==> config.mk <==
export PLATFORM = sky130hd
export DESIGN_NAME = exibe_sequencia
export DESIGN_NICKNAME = d
export VERILOG_FILES = /design/src/rtl/exibe_sequencia.sv
export SDC_FILE = /design/constraint.sdc
export NUM_CORES = 1
export LEC_CHECK = 0
export ABC_AREA = 1
export BUFFER_PORTS_ARGS = -buffer_cell sky130_fd_sc_hd__buf_2
export CELL_PAD_IN_SITES_DETAIL_PLACEMENT = 1
export CELL_PAD_IN_SITES_GLOBAL_PLACEMENT = 1
export CORE_ASPECT_RATIO = 2
export CORE_UTILIZATION = 39
export CTS_CLUSTER_SIZE = 28
export DETAILED_ROUTE_END_ITERATION = 8
export PLACE_DENSITY_LB_ADDON = 0.15
export SLEW_MARGIN = 30
export SYNTH_ARGS = -nofsm -noshare
export SYNTH_HDL_FRONTEND = slang
export SYNTH_SLANG_ARGS = --single-unit
==> constraint.sdc <==
create_clock -name clock -period 1.4 [get_ports clock]
set_input_delay 0.14 -clock clock [delete_from_list [all_inputs] [get_ports clock]]
set_output_delay 0.14 -clock clock [all_outputs]
set_load 0.05 [all_outputs]
==> src/rtl/exibe_sequencia.sv <==
// Playback engine for the memory game: walks the jogadas memory from address 0
// to the latched round index, lighting each entry for ON_CICLOS then blanking for OFF_CICLOS.
module exibe_sequencia #(
  parameter int unsigned ON_CICLOS  = 500,
  parameter int unsigned OFF_CICLOS = 250,
  parameter int unsigned TIMER_W    = 10
) (
  input  logic       clock,
  input  logic       reset_n,
  input  logic       iniciar,
  input  logic [3:0] rodada,
  input  logic [3:0] dado_mem,
  output logic [3:0] endereco,
  output logic [3:0] leds,
  output logic       ativo,
  output logic       pronto,
  output logic [3:0] db_estado
);

  typedef enum logic [3:0] {
    OCIOSO  = 4'd0,
    CARREGA = 4'd1,
    MOSTRA  = 4'd2,
    APAGA   = 4'd3,
    PROXIMO = 4'd4,
    FIM     = 4'd5
  } estado_t;

  localparam logic [TIMER_W-1:0] ON_LIM  = TIMER_W'(ON_CICLOS - 1);
  localparam logic [TIMER_W-1:0] OFF_LIM = TIMER_W'(OFF_CICLOS - 1);

  estado_t            estado_q, estado_d;
  logic [3:0]         endereco_q, endereco_d;
  logic [TIMER_W-1:0] timer_q, timer_d;
  logic [3:0]         rodada_q, rodada_d;

  always_ff @(posedge clock or negedge reset_n) begin
    if (!reset_n) begin
      estado_q   <= OCIOSO;
      endereco_q <= '0;
      timer_q    <= '0;
      rodada_q   <= '0;
    end else begin
      estado_q   <= estado_d;
      endereco_q <= endereco_d;
      timer_q    <= timer_d;
      rodada_q   <= rodada_d;
    end
  end

  always_comb begin
    estado_d   = estado_q;
    endereco_d = endereco_q;
    timer_d    = timer_q;
    rodada_d   = rodada_q;
    leds       = '0;
    ativo      = 1'b0;
    pronto     = 1'b0;
    db_estado  = estado_q;
    case (estado_q)
      OCIOSO: begin
        if (iniciar) estado_d = CARREGA;
      end
      CARREGA: begin
        ativo      = 1'b1;
        endereco_d = '0;
        timer_d    = '0;
        rodada_d   = rodada;
        estado_d   = MOSTRA;
      end
      MOSTRA: begin
        ativo = 1'b1;
        leds  = dado_mem;
        if (timer_q == ON_LIM) begin
          timer_d  = '0;
          estado_d = APAGA;
        end else begin
          timer_d = timer_q + 1'b1;
        end
      end
      APAGA: begin
        ativo = 1'b1;
        if (timer_q == OFF_LIM) begin
          timer_d  = '0;
          estado_d = (endereco_q == rodada_q) ? FIM : PROXIMO;
        end else begin
          timer_d = timer_q + 1'b1;
        end
      end
      PROXIMO: begin
        // address advances a cycle before display so dado_mem is settled
        ativo      = 1'b1;
        endereco_d = endereco_q + 4'd1;
        estado_d   = MOSTRA;
      end
      FIM: begin
        pronto   = 1'b1;
        estado_d = OCIOSO;
      end
      default: begin
        db_estado = '1;
        estado_d  = OCIOSO;
      end
    endcase
  end

  assign endereco = endereco_q;

endmodule

==> impl_metrics.json, run 1 <==
{
  "synth.avg_cell_area_um2": 7.52,
  "synthXorXnorAreaFrac_pct": 4.23,
  "cp.arrival_ns": 1.34,
  "synth_area_leaders": "dfrtp_1 42%, nand2_1 15%, inv_1 7.3%, nand3_1 5.2%, nor2_1 4.5%",
  "netlist_top_cells_count": "48 x nand2_1, 24 x inv_1, 21 x dfrtp_1, 15 x nor2_1, 13 x nand3_1",
  "worstMarginPinSlew_ns": 0.508,
  "cp_top_family": "flip-flops",
  "area_growth_pct": 53.2,
  "portBuffers": 24,
  "syn_nets": 179,
  "start_util_pct": 41.7,
  "syn-instance-count": 165,
  "clk_root_buffer_cell": "clkbuf_8",
  "synth_edf_count": 0,
  "hold_violations": 0,
  "holdWs_ns": 0.0997,
  "period_needed_ns": 1.48,
  "clk_latency_ns": 0.27,
  "slew_violations": 0,
  "drt-initial-drc-count": 17,
  "die_w_um": 41.9,
  "grt_pass1_vias": 1386,
  "synth_fa_ha_area_share_pct": 3.02,
  "antenna_found_initial": 0,
  "clk_pin_slew_worst_paths_ns": 0.08,
  "diodes": 0,
  "fillers": 362,
  "critical_path.cell_chain": "inv_2, nand2_4, nor2_4, inv_4, nor2_4, buf_6",
  "skew_ns": 0.00482,
  "synthMuxAreaShare_pct": 2.72,
  "grt_max_degree": 22,
  "pre_cts_slack_ns": -0.0813,
  "grtUsageTotal_pct": 25.5,
  "timing.final.crit_share_pct": 106,
  "max-vdd-ir-drop_mv": 0.967,
  "fin_ws_ns": -0.0803,
  "power.leakage_uw": 0.000964,
  "viasPerCell": 5.22,
  "synth_area_um2": 1240,
  "fmax_mhz": 676,
  "synth_flop_cell": "dfrtp_1",
  "cap_violations": 0,
  "yosysWarnings": 0,
  "status": "finished with violations",
  "cts.path.max_buffers": 2,
  "yosys.area.top_type_share_pct": 42.3,
  "drc": 0,
  "synth.ff_latch_count": 21,
  "num-nets-final": 234,
  "ant_nets": 0,
  "rsz0062_at_grt": "true",
  "dp_hpwl_mm": 2.85,
  "crit_type": "reg -> out",
  "synth_compound_gate_area_share_pct": 6.55,
  "synth_area_leader_cell": "dfrtp_1",
  "synthArstFlopShare_pct": 100,
  "yosysMostFrequentCell": "nand2_1",
  "setup_viol": 8,
  "rows": 28,
  "powerDensity_nw_per_um2": 1220,
  "startpoint_type": "flip-flop",
  "io_pins": 25,
  "place.gp.congestion": 0.797,
  "dieArea_um2": 3430,
  "slowest_stage": "dfrtp_1",
  "wl_mm": 4.28,
  "ys_seq_area_share_pct": 42.3,
  "grt.overflow.total": 0,
  "maxSlewHeadroom_pct": 66.2,
  "cts_buffers": 3,
  "cts_tree": "built",
  "violations": "setup timing",
  "coreArea_um2": 2980,
  "synth.distinct_cells": 26,
  "grt_first_pass_wirelength_mm": 6.36,
  "cp_slowest_stage_delay_ns": 0.42,
  "htreeDepth": 1,
  "synth_simple_gate_area_share_pct": 32.1,
  "cts_sinks": 21,
  "num_vias": 1301,
  "hp-class": "in -> reg",
  "cp_num_buf_inv": 3,
  "synth_top_family_by_area": "simple AND/OR/NAND/NOR gates",
  "drive_above_1_share_pct": 47.9,
  "drtPass1Iterations": 4,
  "r2r_slack_ns": -0.07,
  "die_h_um": 81.8,
  "crit_fanout": 4,
  "path_common_cell": "nor2_4",
  "cp-end-kind": "primary output",
  "crit_required_ns": 1.26,
  "wl_per_cell_um": 17.2
}
## metrics by stage
step           std cells  setup TNS (ns)  power [uW]  instance area (um2)  util (%)
2_1_floorplan        165          -0.693        1290                 1250         -
3_3_place_gp         230         -0.0299        1520                 1490      50.1
3_5_place_dp         230          -0.547        1570                 1490      50.1
4_1_cts              243          -0.434        2070                 1690      56.6
5_1_grt              249           -1.14        2440                 1900      63.9
6_report             249          -0.421        2310                 1900      63.9
## layout make-up
class | instances | area (um2) | share of cell area, %
tap | 30 | 37.5 | 1.97
timing repair buffer | 52 | 390 | 20.5
sequential | 21 | 528 | 27.8
clock inverter | 1 | 5.00 | 0.263
inverter | 25 | 98.8 | 5.20
multi-input combinational | 117 | 801 | 42.1
clock buffer | 3 | 41.3 | 2.17
## kinds of logic (layout without fill, tap and decap cells)
| family | count (synthesis) | after routing |
|---|---|---|
| DFF | 21 | 21 |
| AOI/OAI and AO/OA | 15 | 15 |
| and+or+nand+nor | 89 | 90 |
| adders and majority gates | 3 | 3 |
| xor gates and xnor gates | 6 | 6 |
| buffers and inverters | 28 | 81 |
| muxes | 3 | 3 |
## where the power goes
group	switching (uW)	internal, uW
logic	581	437
clock network	221	199
registers	148	726
## cells in the final DEF (no fill, tap or decap), types with 2 or more instances in the layout
cell type / count
a21oi_1: 3
buf_2: 16
buf_4: 26
buf_6: 8
clkbuf_8: 3
dfrtp_1: 19
dfrtp_2: 2
inv_1: 18
inv_2: 5
inv_4: 2
mux2_2: 3
nand2_1: 36
nand2_2: 12
nand2_4: 2
nand3_1: 10
nand3_2: 2
nand3_4: 4
nor2_1: 7
nor2_2: 2
nor2_4: 9
nor3_4: 2
o21ai_0: 8
xor2_1: 5
## routing by layer
metal | vias up | GRT usage (%) | part of all wire (%)
met5 | - | 0 | 0
met4 | 0 | 15.2 | 2.6
met3 | 9 | 2.20 | 1.4
met2 | 22 | 53.8 | 62
met1 | 644 | 21.7 | 34
li1 | 626 | - | -
## registers in the layout (all words and copies together) (netlist names)
signal and cells:
endereco 4, estado_q 3, rodada_q 4, timer_q 10
## what timing repair did
action / 4_1_cts / 5_1_grt
hold buffers: 1 / 0
cloned: 0 / 1
endpoints found under the setup margin: 19 / 23
pin swaps: 5 / 16
setup buffers: 8 / 5
hold endpoints to repair: 21 / 0
gates resized for setup: 26 / 46
## final timing paths
path | endpoint | from | cells past startpoint
max | leds[1] | estado_q[0] | 6
min | rodada_q[2] | rodada[2] | 2
max reg2reg | timer_q[8] | timer_q[1] | 7
min reg2reg | endereco[3] | endereco[3] | 1
max in group asynchronous | timer_q[0] | reset_n | 2
min in group asynchronous | rodada_q[2] | reset_n | 2
Note: power is estimated with default switching activity, not from simulation.
==> run 2, diff against run 1 <==
--- a/config.mk
+++ b/config.mk
@@ -13,7 +13,7 @@
 export CORE_UTILIZATION = 39
 export CTS_CLUSTER_SIZE = 28
 export DETAILED_ROUTE_END_ITERATION = 8
-export PLACE_DENSITY_LB_ADDON = 0.15
+export PLACE_DENSITY_LB_ADDON = 0.05
 export SLEW_MARGIN = 30
 export SYNTH_ARGS = -nofsm -noshare
 export SYNTH_HDL_FRONTEND = slang
==> run 2 against run 1 <==
The run still ends with setup timing left. Core utilization decreased by 0.97 points. Largest power group unchanged. Worst setup slack improved by 0.021 ns. Global-route usage increased by 0.17 points. Sequential share of layout area increased by 0.43 points. Final area decreased by 1.5%. Critical path depth unchanged. Count of clock-buffer cells in the layout increased by 1. Routed wire length decreased by 1.1%.
==> impl_metrics.json, run 2 (synthesis results as in run 1) <==
{
  "period_needed_ns": 1.46,
  "r2r_slack_ns": 0.02,
  "clk_root_buffer_cell": "clkbuf_8",
  "final_util_pct": 62.9,
  "setup_viol": 4,
  "crit_required_ns": 1.26,
  "r2r_end": "estado_q[0]",
  "violations": "setup timing",
  "largest_register_ffs": 10,
  "grt.overflow.total": 0,
  "coreArea_um2": 2980,
  "cts.path.max_buffers": 2,
  "multiInputGateArea_um2": 792,
  "grtUsageTotal_pct": 25.7,
  "slew_violations": 0,
  "die_h_um": 81.8,
  "htreeDepth": 1,
  "area_growth_pct": 50.9,
  "rows": 28,
  "path_common_cell": "nor2_4",
  "regMostFlops": "timer_q",
  "powerDensity_nw_per_um2": 1250,
  "layout_common_cells": "39 x nand2_1, 26 x buf_4, 19 x dfrtp_1",
  "crit_fanout": 4,
  "fillers": 343,
  "drc": 0,
  "dp_hpwl_mm": 2.77,
  "diodes": 0,
  "fmax_mhz": 685,
  "grt_pass1_vias": 1409,
  "hp-class": "in -> reg",
  "die_w_um": 41.9,
  "wl_per_cell_um": 17.1,
  "hp-start": "rodada[2]",
  "grt_max_degree": 22,
  "cp_slowest_stage_delay_ns": 0.40,
  "num-nets-final": 232,
  "maxSlewHeadroom_pct": 66.2,
  "seqCellArea_um2": 528,
  "max-vdd-ir-drop_mv": 0.996,
  "cp_num_buf_inv": 3,
  "worstMarginPinSlew_ns": 0.507,
  "min_path_cells": 2,
  "io_pins": 25,
  "wl_mm": 4.23,
  "clk_pin_slew_worst_paths_ns": 0.08,
  "fin_area_um2": 1870,
  "timing.final.crit_share_pct": 104,
  "crit_type": "reg -> out",
  "ant_nets": 0,
  "place.gp.congestion": 0.832,
  "drtPass1Iterations": 4,
  "viasPerCell": 5.17,
  "critical_path.cell_chain": "inv_2, nand2_4, nor2_4, inv_4, nor2_4, buf_6",
  "min_to": "rodada_q[2]",
  "hold_violations": 0,
  "status": "finished with violations",
  "postPlaceCellArea_um2": 1500,
  "antenna_found_initial": 0,
  "num_vias": 1278,
  "cts_tree": "built",
  "clk_latency_ns": 0.26,
  "rsz0062_at_grt": "true",
  "start_util_pct": 41.7,
  "cap_violations": 0,
  "reg2reg_from": "timer_q[1]",
  "cts_sinks": 21,
  "power.leakage_uw": 0.000943,
  "slowest_stage": "dfrtp_1",
  "skew_ns": 0.00436,
  "drive_above_1_share_pct": 46.1,
  "cp.arrival_ns": 1.32,
  "holdWs_ns": 0.105,
  "dieArea_um2": 3430,
  "cp_top_family": "flip-flops",
  "fin_ws_ns": -0.0598,
  "grt_first_pass_wirelength_mm": 6.55,
  "final_common_cell": "nand2_1",
  "cts_buffers": 3,
  "drt-initial-drc-count": 33,
  "startpoint_type": "flip-flop",
  "portBuffers": 24,
  "reg2regPathDepth": 8,
  "cp-end-kind": "primary output"
}
[run 2: cell types whose count changed in the layout (fill, tap and decap cells not counted), sizes merged]
cell	delta
clkbuf	+2
clkinv	-1
buf	-3
[run 2: cell type report]
cell class / count / area share (%)
Multi-Input combinational cell: 117 / 42.3
Sequential cell: 21 / 28.2
Timing Repair Buffer: 50 / 19.8
Inverter: 25 / 5.28
Clock buffer: 4 / 2.40
Tap cell: 30 / 2.00
[run 2: timing repair]
action	in CTS	in global routing
endpoints found under the hold margin	21	0
hold buffers	1	0
gates cloned	1	0
resized for setup	32	38
setup buffers	6	4
setup endpoints to repair	19	21
pin swaps	6	10
[run 2: metrics by stage]
step / instances / setup TNS, ns / power (uW) / worst slack (ns)
global route: 247 / -0.650 / 2480 / -0.114
floorplan: 165 / -0.693 / 1290 / -0.173
finish: 247 / -0.191 / 2340 / -0.0598
detailed placement: 231 / -0.995 / 1630 / -0.124
global placement: 231 / 0 / 1580 / 0.00372
CTS: 243 / -0.154 / 2130 / -0.0455
[run 2: worst max path at each step]
| stage | from | endpoint | slack, ns | cells past startpoint |
|---|---|---|---|---|
| finish | estado_q[2] | leds[0] | -0.06 | 6 |
| global route | estado_q[0] | leds[0] | -0.11 | 6 |
| CTS | estado_q[2] | leds[0] | -0.05 | 6 |
| detailed placement | timer_q[1] | estado_q[1] | -0.12 | 6 |
| global placement | timer_q[1] | estado_q[1] | 0.004 | 6 |
| floorplan | estado_q[0] | leds[0] | -0.17 | 5 |
[run 2: routing by layer]
layer | global-route usage, % | part of all wire, %
met2 | 55.8 | 63
met4 | 11.3 | 2.1
met1 | 22.5 | 34
met5 | 0 | 0
met3 | 1.54 | 1.7
[run 2: where the power goes]
| part | switching [uW] | leakage, uW | internal [uW] | total, uW |
|---|---|---|---|---|
| sequential | 142 | 0.000258 | 729 | 871 |
| combinational | 592 | 0.000662 | 474 | 1070 |
| clock | 201 | 0.0000228 | 203 | 404 |
==> run 3, diff against run 2 <==
==> constraint.sdc (replaced) <==
create_clock -name clock -period 1.4 [get_ports clock]
set_input_delay 0.14 -clock clock [delete_from_list [all_inputs] [get_ports clock]]
set_output_delay 0.14 -clock clock [all_outputs]
set_load 0.1 [all_outputs]
==> run 3 against run 2 <==
The flow still finishes with violations (setup timing). Register-to-register slack got worse by 0.02 ns. Power rose by 7.8%. Core utilization rose by 2.8 points. Non-clock buffer count fell by 3. First-iteration DRC count fell by 61%. Hold slack improved by 0.0018 ns. Highest routed layer unchanged. Critical endpoint is now leds[3].
==> impl_metrics.json, run 3 (synthesis results as in run 1) <==
{
  "area_growth_pct": 57.7,
  "timing.final.crit_share_pct": 109,
  "fin_ws_ns": -0.127,
  "htreeDepth": 1,
  "powerDensity_nw_per_um2": 1290,
  "die_w_um": 41.9,
  "num-nets-final": 229,
  "cts_buffers": 3,
  "seqPwrFrac_pct": 34.8,
  "grt_first_pass_wirelength_mm": 6.31,
  "status": "finished with violations",
  "min_path_cells": 2,
  "pre_cts_slack_ns": -0.0707,
  "hp-start": "rodada[2]",
  "min_to": "rodada_q[2]",
  "seqCellArea_um2": 533,
  "rows": 28,
  "slowest_stage": "dfrtp_1",
  "grt_max_degree": 22,
  "r2r_end": "estado_q[0]",
  "diodes": 0,
  "grtUsageTotal_pct": 24.7,
  "rsz0062_at_grt": "true",
  "grt.overflow.total": 0,
  "drive_above_1_share_pct": 47.2,
  "r2r_slack_ns": 0,
  "clk_root_buffer_cell": "clkbuf_8",
  "critical_path.cell_chain": "inv_4, nand2_4, nor2_4, inv_4, nor2_4, buf_12",
  "dieArea_um2": 3430,
  "drtPass1Iterations": 4,
  "dp_hpwl_mm": 2.96,
  "comb_power_share_pct": 49.1,
  "period_needed_ns": 1.53,
  "cp.arrival_ns": 1.39,
  "final_common_cell": "nand2_1",
  "cts_tree": "built",
  "violations": "setup timing",
  "reg2reg_from": "timer_q[4]",
  "cp-end-kind": "primary output",
  "place.gp.congestion": 0.828,
  "antenna_found_initial": 0,
  "start_util_pct": 41.7,
  "crit_fanout": 4,
  "largest_register_ffs": 10,
  "reg2regPathDepth": 8,
  "hp-class": "in -> reg",
  "netSwitchingPower_uw": 1080,
  "crit_type": "reg -> out",
  "io_pins": 25,
  "skew_ns": 0.00263,
  "final_util_pct": 65.7,
  "num_vias": 1304,
  "die_h_um": 81.8,
  "netSwitchingFraction_pct": 42.8,
  "cap_violations": 0,
  "crit_required_ns": 1.26,
  "coreArea_um2": 2980,
  "wl_per_cell_um": 18.7,
  "regMostFlops": "timer_q",
  "worstMarginPinSlew_ns": 0.515,
  "fmax_mhz": 655,
  "clk_latency_ns": 0.26,
  "setup_viol": 6,
  "startpoint_type": "flip-flop",
  "grt_pass1_vias": 1402,
  "maxSlewHeadroom_pct": 65.7,
  "cts.path.max_buffers": 2,
  "cp_slowest_stage_delay_ns": 0.42,
  "wl_mm": 4.55,
  "fillers": 348,
  "slew_violations": 0,
  "p_int_uw": 1440,
  "drc": 0,
  "cts_sinks": 21,
  "portBuffers": 24,
  "viasPerCell": 5.34,
  "layout_common_cells": "38 x nand2_1, 21 x buf_4, 18 x inv_1",
  "power.leakage_uw": 0.000965,
  "holdWs_ns": 0.106,
  "clk_pin_slew_worst_paths_ns": 0.08,
  "clockPowerShare_pct": 16.2,
  "drt-initial-drc-count": 13,
  "max-vdd-ir-drop_mv": 1.06,
  "ant_nets": 0,
  "multiInputGateArea_um2": 813,
  "hold_violations": 0
}
[run 3: cell type report]
cell class	instances	area share (%)
multi-input combinational	117	41.6
sequential	21	27.2
timing repair buffer	47	21.7
inverter	25	5.31
clock buffer	4	2.30
tap	30	1.92
[run 3: worst max path at each step]
| stage | from | end | slack [ns] | cells past startpoint |
|---|---|---|---|---|
| final | estado_q[2] | leds[3] | -0.13 | 6 |
| after detailed placement | timer_q[1] | estado_q[1] | -0.07 | 6 |
| after CTS | estado_q[2] | leds[3] | -0.08 | 6 |
| after global placement | timer_q[0] | estado_q[1] | 0.007 | 5 |
| after floorplan | estado_q[1] | pronto | -0.39 | 1 |
| after global routing | estado_q[2] | leds[3] | -0.17 | 6 |
[run 3: repair_timing]
item | 4_1_cts | 5_1_grt
gates cloned | 0 | 1
endpoints found under the setup margin | 19 | 20
endpoints found under the hold margin | 21 | 0
buffers inserted | 7 | 3
pin swaps | 5 | 5
hold buffers | 1 | 0
gates resized for setup | 10 | 37
[run 3: through the flow]
step                      instance area (um2)  instances  total power (uW)  TNS (ns)
final                                    1960        244              2520    -0.517
after global routing                     1960        244              2640     -1.03
after CTS                                1800        241              2240    -0.304
after detailed placement                 1650        229              1760    -0.484
after global placement                   1650        229              1700         0
after floorplan                          1300        165              1380    -0.418
[run 3: per-layer routing]
layer / vias to the layer above / global-route usage, % / part of all wire, %
met4: 0 / 10.3 / 3.2
met2: 19 / 52.0 / 62
li1: 614 / - / -
met1: 659 / 22.9 / 33
met5: - / 0 / 0
met3: 12 / 1.98 / 1.4
[run 3: critical path, delay by kind of cell, from the launching register on]
kind,cells,cell delay (ns)
and+or+nand+nor,3,0.33
DFF,1,0.42
buffers and inverters,3,0.37
[run 3: power groups by stage]
| stage | Clock, uW | Combinational [uW] | Sequential, uW |
|---|---|---|---|
| 2_1_floorplan | 0 | 526 | 855 |
| 3_3_place_gp | 0 | 848 | 853 |
| 3_5_place_dp | 0 | 899 | 865 |
| 4_1_cts | 417 | 981 | 845 |
| 5_1_grt | 431 | 1330 | 884 |
| 6_report | 408 | 1240 | 877 |
